## config.mk

```make
export PLATFORM = sky130hd
export DESIGN_NAME = mult32x32_arbiter
export DESIGN_NICKNAME = d
export VERILOG_FILES = /design/src/rtl/mult32x32_arbiter.sv
export SDC_FILE = /design/constraint.sdc
export NUM_CORES = 1
export LEC_CHECK = 0
export ABC_CLOCK_PERIOD_IN_PS = 8300
export BUFFER_PORTS_ARGS = -buffer_cell sky130_fd_sc_hd__buf_4
export CAP_MARGIN = 20
export CELL_PAD_IN_SITES_DETAIL_PLACEMENT = 1
export CELL_PAD_IN_SITES_GLOBAL_PLACEMENT = 1
export CORE_UTILIZATION = 35
export DETAILED_ROUTE_END_ITERATION = 10
export GPL_TIMING_DRIVEN = 0
export PLACE_DENSITY = 0.95
export REMOVE_ABC_BUFFERS = 1
export SYNTH_ARGS = -nofsm -noshare
export SYNTH_HDL_FRONTEND = slang
export SYNTH_SLANG_ARGS = --single-unit
```

## constraint.sdc

```tcl
create_clock -name clk -period 8.3 [get_ports clk]
set_input_delay 2.49 -clock clk [delete_from_list [all_inputs] [get_ports clk]]
set_output_delay 2.49 -clock clk [all_outputs]
set_load 0.01 [all_outputs]
```

## src/rtl/mult32x32_arbiter.sv

```systemverilog
// Two-requester round-robin front end for a shared 32x32 multiplier core.
// Each requester holds a level request and receives a one-cycle ack along
// with the 64-bit product. A watchdog turns a core that never raises busy
// into an error response, so a requester is never left waiting forever.
module mult32x32_arbiter #(
  parameter int unsigned WAIT_LIMIT = 4
) (
  input  logic        clk,
  input  logic        reset,
  input  logic        req0,
  input  logic [31:0] a0,
  input  logic [31:0] b0,
  input  logic        req1,
  input  logic [31:0] a1,
  input  logic [31:0] b1,
  output logic        ack0,
  output logic        ack1,
  output logic [1:0]  gnt,
  output logic [63:0] result,
  output logic        err,
  output logic        arb_busy,
  output logic        mul_start,
  output logic [31:0] mul_a,
  output logic [31:0] mul_b,
  input  logic        mul_busy,
  input  logic [63:0] mul_product
);

  // The watchdog counter is 4 bits wide, so WAIT_LIMIT is limited to 1..15.
  // The timeout fires on the cycle the counter would reach WAIT_LIMIT, which
  // is the same as checking for WAIT_LIMIT-1 before the increment.
  localparam logic [3:0] LIMIT_LAST = 4'(WAIT_LIMIT - 1);

  typedef enum logic [2:0] {
    IDLE,
    ISSUE,
    WAIT_BUSY,
    WAIT_DONE,
    RESP
  } state_t;

  state_t      state;
  state_t      state_next;

  logic [3:0]  wd_cnt;
  logic [3:0]  wd_cnt_next;
  logic        timeout;
  logic        timeout_next;

  // ptr = 0 gives requester 0 the tie, ptr = 1 gives requester 1 the tie.
  logic        ptr;
  logic        ptr_next;

  logic [1:0]  gnt_next;
  logic [31:0] op_a;
  logic [31:0] op_a_next;
  logic [31:0] op_b;
  logic [31:0] op_b_next;
  logic [63:0] result_next;

  // Requester 1 wins if it is alone, or if both ask and the pointer favours it.
  logic        win1;
  assign win1 = req1 & (~req0 | ptr);

  // State, operand, grant, result and watchdog registers.
  always_ff @(posedge clk or posedge reset) begin
    if (reset) begin
      state   <= IDLE;
      wd_cnt  <= 4'd0;
      timeout <= 1'b0;
      ptr     <= 1'b0;
      gnt     <= 2'b00;
      op_a    <= 32'd0;
      op_b    <= 32'd0;
      result  <= 64'd0;
    end else begin
      state   <= state_next;
      wd_cnt  <= wd_cnt_next;
      timeout <= timeout_next;
      ptr     <= ptr_next;
      gnt     <= gnt_next;
      op_a    <= op_a_next;
      op_b    <= op_b_next;
      result  <= result_next;
    end
  end

  // Next-state logic: arbitrate in IDLE, then walk the core handshake.
  always_comb begin
    state_next   = state;
    wd_cnt_next  = wd_cnt;
    timeout_next = timeout;
    ptr_next     = ptr;
    gnt_next     = gnt;
    op_a_next    = op_a;
    op_b_next    = op_b;
    result_next  = result;

    case (state)
      IDLE: begin
        if (req0 || req1) begin
          gnt_next     = win1 ? 2'b10 : 2'b01;
          op_a_next    = win1 ? a1 : a0;
          op_b_next    = win1 ? b1 : b0;
          timeout_next = 1'b0;
          state_next   = ISSUE;
        end
      end

      ISSUE: begin
        wd_cnt_next = 4'd0;
        state_next  = WAIT_BUSY;
      end

      WAIT_BUSY: begin
        if (mul_busy) begin
          state_next = WAIT_DONE;
        end else if (wd_cnt == LIMIT_LAST) begin
          timeout_next = 1'b1;
          result_next  = 64'd0;
          state_next   = RESP;
        end else begin
          wd_cnt_next = wd_cnt + 4'd1;
        end
      end

      WAIT_DONE: begin
        if (!mul_busy) begin
          result_next = mul_product;
          state_next  = RESP;
        end
      end

      RESP: begin
        // Hand priority to whichever requester was not just served.
        ptr_next     = gnt[0];
        gnt_next     = 2'b00;
        timeout_next = 1'b0;
        state_next   = IDLE;
      end

      default: begin
        state_next = IDLE;
      end
    endcase
  end

  // Strobes are decoded from the registered state so they last exactly one cycle.
  always_comb begin
    mul_start = (state == ISSUE);
    ack0      = (state == RESP) && gnt[0];
    ack1      = (state == RESP) && gnt[1];
    err       = (state == RESP) && timeout;
    arb_busy  = (state != IDLE);
    mul_a     = op_a;
    mul_b     = op_b;
  end

endmodule

```

# After elaboration in Yosys (flattened, before gate mapping)
# Index checks and enable logic that the tools add are counted.
# totals
elab_cells,60
reg_bits,139
# classes
muxes,21
addsub,1
bitwise,3
reduce_logical,16
eq_ne,11
# ops
cell,count
two-way mux 64 bit,3
case mux 64 bit (2 select lines),1
two-way mux 32 bit,2
two-way mux 3 bit,4
case mux 3 bit (4 select lines),1
inequality test 2 bit (second input constant),5
two-way mux 4 bit,2
case mux 4 bit (2 select lines),1
AND reduction 4 bit,2
equality test 3 x 2 -> 1 bit (second input constant),2
AND reduction 3 bit,2
nonzero test 2 bit,3
nonzero test 3 bit,2
adder 4 x 1 -> 4 bit (second input constant),1
equality test 4 x 2 -> 1 bit (second input constant),1
two-way mux 2 bit,2
case mux 2 bit (2 select lines),1
AND reduction 2 bit,2
equality test 3 x 1 -> 1 bit (second input constant),1
equality test 3 bit (second input constant),1
logical AND 1 bit,3
logical NOT 3 bit,1
two-way mux 1 bit,3
inequality test 3 bit (second input constant),1
5 further kinds,5

# Logic depth before layout (Yosys ltp)
# Gate-level depths: netlist of the first run.
# depth
ltp_word,6
ltp_mapped,6
depth_no_buf,4

# Least setup slack after synthesis of the first run
# Ideal clock, no wire load.
# synth_path
path_kind,input port to flip-flop
start,input req1
end,"register op_a[0], in the netlist mul_a[0]"
required_ns,8.174
n_path_buf,3
cell_stages,6
path_slack_ns,4.690
arrival_time_ns,3.484
path_cell_list,buf_2 nand2_1 and3_1 buf_2 buf_2 a221o_1
# synth_via
elab_chain_cells,2
elab_cells_between_ends,4
cone_classes,mux (1); bitwise (1); reduce/logical (2)
# synth_lines
element,line,source
"start, declared",13,"input logic req1,"
bitwise AND 1 bit / logical OR 1 bit (equally long branches),"63, 101",
two-way mux 32 bit / AND reduction 2 bit (equally long branches),--,
"end signal, assigned",82,op_a <= op_a_next;
"end, declared",55,logic [31:0] op_a;
# Parallel ways exist; a longest one is shown, timed or not.
# A chain may end at the register's enable or synchronous reset.

# Worst setup path in the final report of the first run
# layout_path
start,register state[2]
end,output arb_busy
# layout_via
elab_chain_cells,1
# layout_lines
element,line,source
"start, declared",42,state_t state;
"start signal, assigned",77,state <= state_next;
nonzero test 3 bit,154,arb_busy = (state != IDLE);
"end, declared",21,"output logic arb_busy,"
# No other way between the ends.

==> results.ini, run 1 <==
[critical_path]
setup.worst_path.start = state[2]$_DFFE_PP0P_
start_kind = flip-flop
r2r_end = result[17]$_DFFE_PP0P_
r2r_cells = 6
cp_slowest_stage_delay_ps = 640
critPathBufInv = 3
critPathMaxFanout = 34
cp.arrival_ps = 2230
criticalPathCategory = reg2out
cp_cell_sequence = nor3_2 -> inv_2 -> buf_12 -> buf_4
r2r-start = wd_cnt[0]$_DFFE_PP0P_
r2r_setup_slack_ps = 5930
endpoint_kind = output pin
crit_required_ps = 5810
crit_slowest_cell = dfrtp_1
critPathTopFamily = buffers and inverters

[die]
core.rowCount = 46
start_util = 0.362
die-area_um2 = 17100
coreArea_um2 = 16100
die_h_um = 131
io-pin-count = 332
die_x_um = 131

[power_and_ir_drop]
power.density_nw_per_um2 = 388
totalPowerFinal_mw = 3.55
leakage_nw = 4.63
ir_worst_vdd_v = 0.000202

[cells_and_area]
drive_above_1_share = 0.466
layout.nets = 1002
stdcell_count = 1033
areaGrowthSynthToFinish_pct = 57.4
antenna_cells = 0
final_common_cell = buf_4
most-common-layout-cells = buf_4, dfrtp_1, nand2_1, nor3_1, a22o_1

[global_route]
grt_pass1_vias = 6176
busiest_layer = met2
met2_usage = 0.470
grt_max_degree = 79
overflow = 0
use_met1 = 0.287
antenna_found_initial = 0
grt.total_usage = 0.271
grt.met3_usage = 0.0839
grt_pass1_wl_mm = 34.4

[clock_tree]
postCtsHoldBufs = 0
cts_tree = done
post_cts_resized = 0
clk_pin_slew_worst_paths_ps = 60
clk_latency_ps = 420
cts_sinks = 139
cts_setup_buffers = 0
cts_max_path_buffers = 2
cts_root_buffer = clkbuf_16
cts_max_level = 4
cts-buffers-inserted = 17

[placed_design]
dp_hpwl_mm = 16.9
gp_congestion = 0.730
placed_cells = 1001
io_buffers = 331

[timing]
setup_violations = 0
rsz0062_at_grt = no
period_needed_ps = 4720
report.final.hold_viol_count = 0
max_slew_margin = 0.312
final.setup.tns_ps = 0
tightest_slew_ps = 1030
clock.fmax_ghz = 0.212
fin_crit_sh = 0.568
drv_slew = 0
clock_skew_ps = 9.82

[logic_synthesis]
synthesis.area_um2 = 5810
synth_top_area_frac = 0.598
synth_area_per_cell_um2 = 11.7
netlist.top_cell.by_area = dfrtp_1
ys_seq_elements = 139
netlist_top_cells_area = dfrtp_1, a221o_1, a22o_1
yosysUniqueCellTypes = 31
yosysSeqAreaShare = 0.598
synthCells = 498
yosysWarningCount = 0

[detailed_routing]
drt_first_pass_iters = 5
wl_mm = 23.8
via_count = 5800
drtIter0Drc = 305
post_drt_wl_per_cell_um = 23.0
drcViolationCount = 0
drtAntennaViolNets = 0
routed_via_density = 5.61

[hold_path]
holdPathEnd = result[24]$_DFFE_PP0P_
hp-start = result[24]$_DFFE_PP0P_
hold_path_depth = 1
hold_class = reg2reg

[job]
maxCapViolations = 0

[outcome]
status = completed

## power breakdown
part / switching, mW / internal [mW] / leakage, nW
Sequential: 0.240 / 0.992 / 1.75
Clock: 0.303 / 0.471 / 0.288
Combinational: 0.753 / 0.794 / 2.59
## kinds of logic (layout without fill, tap and decap cells)
family	after synthesis	after routing	share of synthesized area
AND/OR/NAND/NOR	155	155	0.127
buffers and inverters	58	377	0.0448
flip-flops	139	139	0.598
adder cells (fa/ha/maj)	1	1	0.00215
multiplexers	2	2	0.00344
AO/OA/AOI/OAI	143	143	0.224
## metrics by stage
step / utilization / setup slack, ps / hold slack [ps] / cell area (um^2)
6_report: 0.570 / 3580 / 500 / 9150
5_1_grt: 0.570 / 3480 / 523 / 9150
4_1_cts: 0.570 / 3600 / 500 / 9150
3_5_place_dp: 0.532 / 3790 / 488 / 8550
3_3_place_gp: 0.519 / 438 / 467 / 8330
2_1_floorplan: - / 2090 / 456 / 5570
## Yosys cell counts
master,count
a221o_1,64
or3b_2,2
dfrtp_1,139
o21ai_2,1
nor3b_1,3
mux2i_1,2
a21o_1,3
a21oi_1,4
nand3_1,2
nor2_1,1
nand2b_1,2
o31ai_1,1
a31oi_1,2
nor4b_2,1
a211o_1,1
clkbuf_1,16
nor3_1,65
and3_1,5
nor3_2,1
and2_1,1
nand4bb_1,1
ha_1,1
inv_1,6
and4b_1,1
o21ai_0,1
o21ai_1,1
buf_1,2
nor2b_1,1
a22o_1,65
nand2_1,69
buf_2,34
## worst register-to-register path, cell delays in order (launching register included)
cell and delay [ps]:
dfrtp_1 400, ha_1 230, nor3b_1 630, o21ai_4 350, buf_16 270, buf_16 170
a22o_1 200
## registers in the layout, summed over array words and instances (netlist names)
| name | count |
|---|---|
| mul_b | 32 |
| state | 3 |
| mul_a | 32 |
| result | 64 |
| gnt | 2 |
| ptr | 1 |
| wd_cnt | 4 |
| timeout | 1 |
## cell type report
cell class | instances | area, um^2
timing repair buffer | 339 | 2670
clock buffer | 21 | 470
clock inverter | 11 | 134
inverter | 6 | 27.5
multi-input combinational | 301 | 2100
fill | 1693 | 6910
sequential | 139 | 3480
tap | 216 | 270
## metal layers
metal | wire [um] | part of all wire | vias up
li1 | - | - | 2509
met1 | 8470 | 0.36 | 2899
met2 | 12100 | 0.51 | 318
met3 | 2080 | 0.087 | 74
met4 | 1120 | 0.047 | 0
met5 | 0 | 0 | -
## worst max path at each step
stage,cells after the start,endpoint,slack [ps]
after detailed placement,5,mul_b[7]$_DFFE_PP0P_,3790
final,4,arb_busy,3580
after global routing,4,arb_busy,3480
after floorplan,1,gnt[0]$_DFFE_PP0P_,2090
after global placement,2,mul_a[4]$_DFFE_PP0P_,440
after CTS,4,arb_busy,3600
Power figures use the tool's default switching activity.
==> run 2, diff against run 1 <==
--- a/config.mk
+++ b/config.mk
@@ -5,15 +5,15 @@
 export SDC_FILE = /design/constraint.sdc
 export NUM_CORES = 1
 export LEC_CHECK = 0
-export ABC_CLOCK_PERIOD_IN_PS = 8300
+export ABC_CLOCK_PERIOD_IN_PS = 4600
 export BUFFER_PORTS_ARGS = -buffer_cell sky130_fd_sc_hd__buf_4
 export CAP_MARGIN = 20
 export CELL_PAD_IN_SITES_DETAIL_PLACEMENT = 1
 export CELL_PAD_IN_SITES_GLOBAL_PLACEMENT = 1
-export CORE_UTILIZATION = 35
+export CORE_UTILIZATION = 32
 export DETAILED_ROUTE_END_ITERATION = 10
 export GPL_TIMING_DRIVEN = 0
-export PLACE_DENSITY = 0.95
+export PLACE_DENSITY = 0.88
 export REMOVE_ABC_BUFFERS = 1
 export SYNTH_ARGS = -nofsm -noshare
 export SYNTH_HDL_FRONTEND = slang
==> constraint.sdc (replaced) <==
create_clock -name clk -period 4.6 [get_ports clk]
set_input_delay 1.38 -clock clk [delete_from_list [all_inputs] [get_ports clk]]
set_output_delay 1.38 -clock clk [all_outputs]
set_load 0.01 [all_outputs]
==> run 2 against run 1 <==
Effect of this change: count of clock-buffer cells in the layout down 2; power up 80%; die area up 9.2%; combinational power up 81%; via count down 0.90%; flip-flop and latch count unchanged; non-clock buffer count unchanged; critical path depth down 1; hold slack about the same; largest cell class unchanged.
==> results.ini, run 2 (synthesized netlist as in run 1, its figures left out) <==
[die]
die-area_um2 = 18700
core.rowCount = 48
die_x_um = 137
io-pin-count = 332
start_util = 0.331
die_h_um = 137
coreArea_um2 = 17500

[global_route]
antenna_found_initial = 0
grt_pass1_vias = 5974
grt_pass1_wl_mm = 34.8
overflow = 0
grt_max_degree = 71
grt.total_usage = 0.252

[cells_and_area]
drive_above_1_share = 0.468
areaGrowthSynthToFinish_pct = 57.0
most-common-layout-cells = buf_4, dfrtp_1, nand2_1, nor3_1, a22o_1
largest_reg_flops = 64
top_register = result
final_common_cell = buf_4
layout.nets = 1002
antenna_cells = 0

[clock_tree]
cts-buffers-inserted = 17
cts_setup_buffers = 0
post_cts_resized = 0
postCtsHoldBufs = 0
cts_max_level = 4
cts_max_path_buffers = 2
clk_latency_ps = 420
cts_root_buffer = clkbuf_16
cts_sinks = 139
cts_tree = done
clk_pin_slew_worst_paths_ps = 60

[placed_design]
place_ws_ps = 1130
io_buffers = 331
gp_congestion = 0.750
dp_hpwl_mm = 16.2

[critical_path]
cp.arrival_ps = 2050
cp_cell_sequence = nor3_2 -> inv_2 -> buf_4
critPathBufInv = 2
critPathTopFamily = buffers and inverters
start_kind = flip-flop
crit_required_ps = 3220
r2r_cells = 5
crit_slowest_cell = dfrtp_1
critPathMaxFanout = 30
r2r_end = mul_b[31]$_DFFE_PP0P_
criticalPathCategory = reg2out
r2r-start = state[0]$_DFFE_PP0P_
endpoint_kind = output pin
cp_slowest_stage_delay_ps = 550
r2r_setup_slack_ps = 2310

[timing]
clock_skew_ps = 15.9
tightest_slew_ps = 884
setup_violations = 0
final.setup.tns_ps = 0
drv_slew = 0
report.final.hold_viol_count = 0
rsz0062_at_grt = no
period_needed_ps = 3430
fin_crit_sh = 0.745
layout_setup_ws_ps = 1170
hold-worst-slack_ps = 501
max_slew_margin = 0.408
clock.fmax_ghz = 0.292

[detailed_routing]
post_drt_wl_per_cell_um = 23.0
wl_mm = 24.0
drtIter0Drc = 293
drtAntennaViolNets = 0
via_count = 5748
routed_via_density = 5.52
drt_first_pass_iters = 6
drcViolationCount = 0

[power_and_ir_drop]
ir_worst_vdd_v = 0.000373
power.density_nw_per_um2 = 700
totalPowerFinal_mw = 6.39
leakage_nw = 4.61

[hold_path]
hold_class = reg2reg
hold_path_depth = 1
holdPathEnd = wd_cnt[2]$_DFFE_PP0P_
hp-start = wd_cnt[2]$_DFFE_PP0P_

[job]
maxCapViolations = 0

[outcome]
status = completed

==> run 2: per-layer routing <==
metal | share of wire | routed length (um) | GRT usage
met5 | 0 | 0 | 0
met4 | 0.031 | 740 | 0.107
met3 | 0.089 | 2140 | 0.0819
met2 | 0.51 | 12200 | 0.439
met1 | 0.37 | 8930 | 0.280
==> run 2: final cells by class <==
class / instances / area [um^2]
inverter: 6 / 27.5
multi-input combinational: 301 / 2100
clock inverter: 13 / 131
timing repair buffer: 339 / 2650
sequential: 139 / 3480
tap: 225 / 282
fill: 1904 / 8410
clock buffer: 19 / 453
==> run 2: worst max-delay path by stage <==
| stage | startpoint | to | slack [ps] | cells past startpoint |
|---|---|---|---|---|
| 5_1_grt | state[0]$_DFFE_PP0P_ | arb_busy | 1070 | 3 |
| 3_3_place_gp | reset | mul_b[10]$_DFFE_PP0P_ | -2260 | 2 |
| 4_1_cts | state[0]$_DFFE_PP0P_ | arb_busy | 1160 | 3 |
| 6_report | state[0]$_DFFE_PP0P_ | arb_busy | 1170 | 3 |
| 2_1_floorplan | reset | gnt[0]$_DFFE_PP0P_ | -500 | 1 |
| 3_5_place_dp | req1 | mul_b[18]$_DFFE_PP0P_ | 1130 | 5 |
==> run 2: stage by stage <==
stage / cell area [um^2] / utilization / cells
CTS: 9130 / 0.520 / 1042
finish: 9130 / 0.520 / 1042
floorplan: 5570 / - / 446
detailed placement: 8540 / 0.487 / 1010
global route: 9130 / 0.520 / 1042
global placement: 8340 / 0.476 / 1002
==> run 2: report_power, final <==
group | switching (mW) | total [mW] | internal (mW)
sequential | 0.411 | 2.20 | 1.79
clock | 0.590 | 1.38 | 0.788
combinational | 1.38 | 2.81 | 1.43
total | 2.38 | 6.39 | 4.01
